<file path="src/rtl/wb_fifo_bridge_if.sv">
// wb_fifo_bridge_if: Wishbone classic slave bus between CPU and the FIFO bridge
interface wb_fifo_bridge_if;
  logic [31:0] adr;
  logic [31:0] dat_w;
  logic [31:0] dat_r;
  logic [3:0] sel;
  logic we;
  logic cyc;
  logic stb;
  logic ack;
  logic err;
  logic rty;
  modport master (output adr, dat_w, sel, we, cyc, stb, input dat_r, ack, err, rty);
  modport slave (input adr, dat_w, sel, we, cyc, stb, output dat_r, ack, err, rty);
endinterface

</file>
<file path="src/rtl/wb_fifo_bridge.sv">
// wb_fifo_bridge: multi-channel Wishbone slave bridging CPU accesses to FT-side FIFOs
module wb_fifo_bridge #(
  parameter int CHANNELS = 2,
  parameter int FT_DATA_WIDTH = 32,
  parameter int BLKCNT_WIDTH = 8,
  parameter int TIMEOUT = 15
) (
  input  logic wb_clk_i,
  input  logic wb_rst_i,
  wb_fifo_bridge_if.slave wb,
  input  logic [CHANNELS*FT_DATA_WIDTH-1:0] fifoin_data_i,
  input  logic [CHANNELS-1:0] fifoin_empty_i,
  input  logic [CHANNELS-1:0] fifoin_full_i,
  output logic [CHANNELS-1:0] fifoin_rd_o,
  output logic fifoin_clk_o,
  output logic fifoout_clk_o,
  output logic [FT_DATA_WIDTH-1:0] fifoout_data_o,
  input  logic [CHANNELS-1:0] fifoout_empty_i,
  input  logic [CHANNELS-1:0] fifoout_full_i,
  output logic [CHANNELS-1:0] fifoout_wr_o,
  output logic [CHANNELS*BLKCNT_WIDTH-1:0] fifoout_blkcnt_o,
  output logic irq_o
);
  typedef enum logic [1:0] {IDLE, WAIT, TERM} state_t;
  state_t state, nxt;
  logic [7:0] wcnt, nxt_wcnt;
  logic go_ack, go_err, go_rty, req, bad, is_data, ready, pop_push, ctrl_wr, unused_ok;
  logic [1:0] ch, rsel;
  logic [3:0] in_empty, in_full, out_empty, out_full, ien, chsel;
  logic [FT_DATA_WIDTH-1:0] din [4];
  logic [BLKCNT_WIDTH-1:0] bc [4];
  logic [BLKCNT_WIDTH-1:0] blkcnt [CHANNELS];
  logic [CHANNELS-1:0] irq_en;
  logic [31:0] rdata;
  assign fifoin_clk_o = wb_clk_i;
  assign fifoout_clk_o = wb_clk_i;
  assign fifoout_data_o = wb.dat_w[FT_DATA_WIDTH-1:0];
  assign ch = wb.adr[5:4];
  assign rsel = wb.adr[3:2];
  // Channel-indexed views padded to the full 4-channel address space so a bad index reads zeros
  assign in_empty = 4'(fifoin_empty_i);
  assign in_full = 4'(fifoin_full_i);
  assign out_empty = 4'(fifoout_empty_i);
  assign out_full = 4'(fifoout_full_i);
  assign ien = 4'(irq_en);
  assign chsel = 4'b1 << ch;
  for (genvar c = 0; c < 4; c++) begin : g_ch
    if (c < CHANNELS) begin : g_real
      assign din[c] = fifoin_data_i[c*FT_DATA_WIDTH +: FT_DATA_WIDTH];
      assign bc[c] = blkcnt[c];
      assign fifoout_blkcnt_o[c*BLKCNT_WIDTH +: BLKCNT_WIDTH] = blkcnt[c];
    end else begin : g_pad
      assign din[c] = '0;
      assign bc[c] = '0;
    end
  end
  assign bad = {30'b0, ch} >= 32'(CHANNELS);
  assign is_data = rsel == 2'd0;
  assign ready = wb.we ? !out_full[ch] : !in_empty[ch];
  assign req = wb.cyc & wb.stb & !wb_rst_i;
  assign rdata = rsel == 2'd0 ? 32'(din[ch])
               : rsel == 2'd1 ? {16'(bc[ch]), 11'b0, ien[ch], in_empty[ch], in_full[ch], out_empty[ch], out_full[ch]}
               : rsel == 2'd2 ? {30'b0, ien[ch], 1'b0} : 32'b0;
  assign pop_push = go_ack & is_data;
  assign fifoin_rd_o = (pop_push & !wb.we) ? chsel[CHANNELS-1:0] : '0;
  assign fifoout_wr_o = (pop_push & wb.we) ? chsel[CHANNELS-1:0] : '0;
  assign ctrl_wr = go_ack & wb.we & (rsel == 2'd2) & wb.sel[0];
  assign unused_ok = ^{wb.adr[31:6], wb.adr[1:0], wb.sel[3:1], wb.dat_w, chsel};
  // Next-state decode: termination is chosen on the cycle leaving IDLE or WAIT, strobes ride on go_ack
  always_comb begin
    nxt = state;
    nxt_wcnt = wcnt;
    go_ack = 1'b0;
    go_err = 1'b0;
    go_rty = 1'b0;
    case (state)
      IDLE: if (req) begin
        if (bad) begin
          go_err = 1'b1;
          nxt = TERM;
        end else if (!is_data || ready) begin
          go_ack = 1'b1;
          nxt = TERM;
        end else begin
          nxt = WAIT;
          nxt_wcnt = 8'd1;
        end
      end
      WAIT: if (!req) nxt = IDLE;
      else if (ready) begin
        go_ack = 1'b1;
        nxt = TERM;
      end else if (wcnt == 8'(TIMEOUT)) begin
        go_rty = 1'b1;
        nxt = TERM;
      end else nxt_wcnt = wcnt + 8'd1;
      default: nxt = IDLE;
    endcase
  end
  // FSM state, one-cycle terminations, captured read data and level interrupt
  always_ff @(posedge wb_clk_i or posedge wb_rst_i)
    if (wb_rst_i) begin
      state <= IDLE;
      wcnt <= '0;
      wb.ack <= 1'b0;
      wb.err <= 1'b0;
      wb.rty <= 1'b0;
      wb.dat_r <= '0;
      irq_o <= 1'b0;
    end else begin
      state <= nxt;
      wcnt <= nxt_wcnt;
      wb.ack <= go_ack;
      wb.err <= go_err;
      wb.rty <= go_rty;
      if (go_ack & !wb.we) wb.dat_r <= rdata;
      irq_o <= |(irq_en & ~fifoin_empty_i);
    end
  // CTRL writes: clear beats increment, irq_en loads from bit 2
  always_ff @(posedge wb_clk_i or posedge wb_rst_i)
    if (wb_rst_i) begin
      for (int c = 0; c < CHANNELS; c++) blkcnt[c] <= '0;
      irq_en <= '0;
    end else if (ctrl_wr) begin
      for (int c = 0; c < CHANNELS; c++)
        if (chsel[c]) begin
          blkcnt[c] <= wb.dat_w[1] ? '0 : wb.dat_w[0] ? blkcnt[c] + 1'b1 : blkcnt[c];
          irq_en[c] <= wb.dat_w[2];
        end
    end
endmodule
</file>
<file path="src/flat_wrapper.sv">
// flat-port wrapper written by rule: the top's interface ports become plain ports
module wb_fifo_bridge_flat 
#(
  parameter int CHANNELS = 2,
  parameter int FT_DATA_WIDTH = 32,
  parameter int BLKCNT_WIDTH = 8,
  parameter int TIMEOUT = 15
)
  (wb_clk_i, wb_rst_i, fifoin_data_i, fifoin_empty_i, fifoin_full_i, fifoin_rd_o, fifoin_clk_o, fifoout_clk_o, fifoout_data_o, fifoout_empty_i, fifoout_full_i, fifoout_wr_o, fifoout_blkcnt_o, irq_o, wb_adr, wb_dat_w, wb_sel, wb_we, wb_cyc, wb_stb, wb_dat_r, wb_ack, wb_err, wb_rty);
  wb_fifo_bridge_if wb_i ();
  input  logic wb_clk_i;
  input  logic wb_rst_i;
  input  logic [CHANNELS*FT_DATA_WIDTH-1:0] fifoin_data_i;
  input  logic [CHANNELS-1:0] fifoin_empty_i;
  input  logic [CHANNELS-1:0] fifoin_full_i;
  output logic [CHANNELS-1:0] fifoin_rd_o;
  output logic fifoin_clk_o;
  output logic fifoout_clk_o;
  output logic [FT_DATA_WIDTH-1:0] fifoout_data_o;
  input  logic [CHANNELS-1:0] fifoout_empty_i;
  input  logic [CHANNELS-1:0] fifoout_full_i;
  output logic [CHANNELS-1:0] fifoout_wr_o;
  output logic [CHANNELS*BLKCNT_WIDTH-1:0] fifoout_blkcnt_o;
  output logic irq_o;
  input wire logic [$bits(wb_i.adr)-1:0] wb_adr;
  input wire logic [$bits(wb_i.dat_w)-1:0] wb_dat_w;
  input wire logic [$bits(wb_i.sel)-1:0] wb_sel;
  input wire logic [$bits(wb_i.we)-1:0] wb_we;
  input wire logic [$bits(wb_i.cyc)-1:0] wb_cyc;
  input wire logic [$bits(wb_i.stb)-1:0] wb_stb;
  output wire logic [$bits(wb_i.dat_r)-1:0] wb_dat_r;
  output wire logic [$bits(wb_i.ack)-1:0] wb_ack;
  output wire logic [$bits(wb_i.err)-1:0] wb_err;
  output wire logic [$bits(wb_i.rty)-1:0] wb_rty;
  assign wb_i.adr = wb_adr;
  assign wb_i.dat_w = wb_dat_w;
  assign wb_i.sel = wb_sel;
  assign wb_i.we = wb_we;
  assign wb_i.cyc = wb_cyc;
  assign wb_i.stb = wb_stb;
  assign wb_dat_r = wb_i.dat_r;
  assign wb_ack = wb_i.ack;
  assign wb_err = wb_i.err;
  assign wb_rty = wb_i.rty;
  wb_fifo_bridge #(.CHANNELS(CHANNELS), .FT_DATA_WIDTH(FT_DATA_WIDTH), .BLKCNT_WIDTH(BLKCNT_WIDTH), .TIMEOUT(TIMEOUT)) u_core (.wb_clk_i(wb_clk_i), .wb_rst_i(wb_rst_i), .wb(wb_i), .fifoin_data_i(fifoin_data_i), .fifoin_empty_i(fifoin_empty_i), .fifoin_full_i(fifoin_full_i), .fifoin_rd_o(fifoin_rd_o), .fifoin_clk_o(fifoin_clk_o), .fifoout_clk_o(fifoout_clk_o), .fifoout_data_o(fifoout_data_o), .fifoout_empty_i(fifoout_empty_i), .fifoout_full_i(fifoout_full_i), .fifoout_wr_o(fifoout_wr_o), .fifoout_blkcnt_o(fifoout_blkcnt_o), .irq_o(irq_o));
endmodule
</file>
<file path="config.mk">
export PLATFORM = sky130hd
export DESIGN_NAME = wb_fifo_bridge_flat
export DESIGN_NICKNAME = d
export VERILOG_FILES = /design/src/rtl/wb_fifo_bridge_if.sv /design/src/rtl/wb_fifo_bridge.sv /design/src/flat_wrapper.sv
export SDC_FILE = /design/constraint.sdc
export NUM_CORES = 1
export LEC_CHECK = 0
export BUFFER_PORTS_ARGS = -buffer_cell sky130_fd_sc_hd__buf_4
export CORE_MARGIN = 5
export CORE_UTILIZATION = 44
export CTS_CLUSTER_SIZE = 8
export DETAILED_ROUTE_END_ITERATION = 16
export PLACE_DENSITY = 0.84
export SLEW_MARGIN = 20
export SYNTH_ARGS = -nofsm -noshare
export SYNTH_HDL_FRONTEND = slang
export SYNTH_SLANG_ARGS = --single-unit
</file>
<file path="constraint.sdc">
create_clock -name wb_clk_i -period 2.4 [get_ports wb_clk_i]
set_input_delay 0.12 -clock wb_clk_i [delete_from_list [all_inputs] [get_ports wb_clk_i]]
set_output_delay 0.12 -clock wb_clk_i [all_outputs]
set_load 0.01 [all_outputs]
</file>
==> flow_summary.ini <==
[power]
power.leakage_nw = 2.709
vdd_drop_max_mv = 0.3664
powerDensity_mw_per_mm2 = 492.9

[grt]
grt.total_usage_pct = 23.46
overflow = 0
grt_pass1_wl_um = 20910
grt_pass1_vias = 4105
grt_max_degree = 29
grt_antenna_before_repair = 0

[finish]
diodes = 0
finalNetCount = 710
multi_input_area_mm2 = 0.001983
drive_above_1_share_pct = 38.80
regArea_mm2 = 0.001602
fill_cells = 670
area_delta_synth_final_pct = 45.26
fin_area_mm2 = 0.005754
final_cells = 675

[timing]
final_hold_viol_count = 0
slew_viol_final = 0
finalCriticalPeriod_ps = 2311
tightest_slew_ps = 804.5
clock.fmax_mhz = 432.7
maxSlewHeadroom_pct = 46.19
fin_ws_ps = 88.68
grt_setup_unrepaired = no
skew_ps = 13.12
setup_violations = 0
fin_crit_sh_pct = 96.30

[floorplanning]
core_area_mm2 = 0.008763
row_count = 34
start_util_pct = 45.20
die-area_mm2 = 0.01100
die_h_um = 104.9
io_pins = 235
die_w_um = 104.9

[logic_synthesis]
synth_most_common_cell = dfrtp_1
async_flop_share_pct = 100.0
syn_area_mm2 = 0.003961
ys.flop_type = dfrtp_1
syn_nets = 547
synth_area_per_cell_um2 = 9.928
yosysTopAreaCellShare_pct = 40.43
synthDistinctLibCells = 61
yosysSeqAreaShare_pct = 40.43
synthCells = 399
synth_edf_count = 0
ys_warn_count = 0
ys_ff_latch = 64
synthTopCellsByCount = 64 x dfrtp_1, 34 x buf_4, 23 x o31ai_1
ys_top_cells_by_area = dfrtp_1 40%, buf_4 6.4%, a221o_1 4.8%
synth_top_area_cell = dfrtp_1

[placement]
placed_area_mm2 = 0.004957
io_buffers = 145
dpl.hpwl_um = 8925
placed_cells = 607
place_ws_ps = 9.659
gp_congestion = 0.8707

[detailed_routing]
drc_errors = 0
wl_per_cell_um = 19.51
drt_wl_total_um = 13170
first_pass_iters = 5
routed_via_density = 5.893
route.vias.total = 3978
drt.antenna.violating_nets = 0
drtIter0Drc = 200

[worst_setup_path]
crit_arrival_ps = 2680
critPathLaunchType = flop
critPathRequiredTime_ps = 2770
cp-end-kind = flop
path_class = reg -> reg
critPathLaunch = u_core.state[1]
worstReg2RegStart = u_core.state[1]
crit_fanout = 7

[status]
status = complete, no violations

[clock_network]
cts_tree = yes
clk_pin_slew_ps = 70
clkLatencyLatePin_ps = 450

[hold_path]
hold_path_class = in -> reg
min_from = fifoin_data_i[16]

[job]
maxCapViolations = 0
[state kept, by name, summed over array words and instances, names as in the netlist, 2 cells and up]
register	count
u_core.wcnt	8
u_core.irq_en	2
u_core.fifoout_blkcnt_o	16
u_core.state	2
u_core.wb.dat_r	32
[critical path, stage by stage (launching register included)]
cell       delay [ps]
dfrtp_1           370
buf_4             150
nand4bb_4         300
buf_4             200
or4_4             570
or4_1             490
a21oi_1           170
[cell type report]
type / instances / share of cell area [%]
Multi-Input combinational cell: 264 / 34.46
Timing Repair Buffer: 209 / 29.92
Sequential cell: 64 / 27.83
Clock buffer: 17 / 3.501
Tap cell: 108 / 2.348
Clock inverter: 5 / 1.413
Inverter: 8 / 0.5219
[logic make-up after synthesis]
| group | share of synthesized area, % |
|---|---|
| compound gates | 22.14 |
| fa+ha+maj | 0.9477 |
| buf+inv | 10.30 |
| flops | 40.43 |
| mux | 6.728 |
| simple gates | 19.46 |
[where the power goes]
group          switching (W)  total [W]  internal, W
Combinational       0.000193   0.000428     0.000235
Sequential         0.0000192    0.00113      0.00111
Clock               0.000510    0.00128     0.000769
[layout by cell type (no fill, tap or decap), types with 3 or more instances in the layout]
master,n
mux2i_1,12
dfrtp_1,64
clkbuf_8,13
a22oi_1,8
nor4_1,5
a221o_1,19
mux2_2,12
o21a_1,5
o41ai_1,4
o31ai_1,23
dlygate4sd3_1,41
nand4_1,5
ha_1,3
nand2_1,19
and3_1,21
or2_2,3
a21oi_1,15
nor2_1,10
nand2b_1,6
o21ai_0,18
buf_4,166
or3_1,3
o221ai_1,8
nor2b_1,3
inv_1,7
nor3_1,3
or4_1,12
nand3_1,4
[timing repair]
item	CTS	global route
endpoints found under the hold margin	48	1
endpoints found under the setup margin	0	1
gates resized for setup	0	7
buffers inserted	0	5
hold buffers	40	1
[stage by stage]
step / total power (W) / utilization, % / hold slack (ps) / TNS [ps]
final: 0.002836 / 65.66 / 13.85 / 0
after detailed placement: 0.001582 / 56.57 / 211.8 / 0
after floorplan: 0.001420 / - / 211.8 / 0
after CTS: 0.002847 / 64.19 / 2.264 / 0
after global routing: 0.002950 / 65.66 / 10.04 / 0
after global placement: 0.001569 / 56.51 / 211.8 / -14.74
[routing by layer]
layer  GRT usage, %  share of wire [%]
met2          38.08                 50
met4          10.96                2.7
met1          29.41                 40
met5              0                  0
met3          5.734                7.8
[final timing paths]
check / to / slack [ps] / cells after the start
setup reg to reg: u_core.fifoout_blkcnt_o[5] / 90 / 6
max in group asynchronous: u_core.wcnt[3] / 1380 / 4
hold / removal: u_core.wb.dat_r[16] / 10 / 3
setup / recovery: u_core.fifoout_blkcnt_o[5] / 90 / 6
hold reg to reg: u_core.wb.dat_r[31] / 520 / 1
min in group asynchronous: u_core.wb.ack / 310 / 3
No activity file was read; power rests on OpenSTA's default activity.
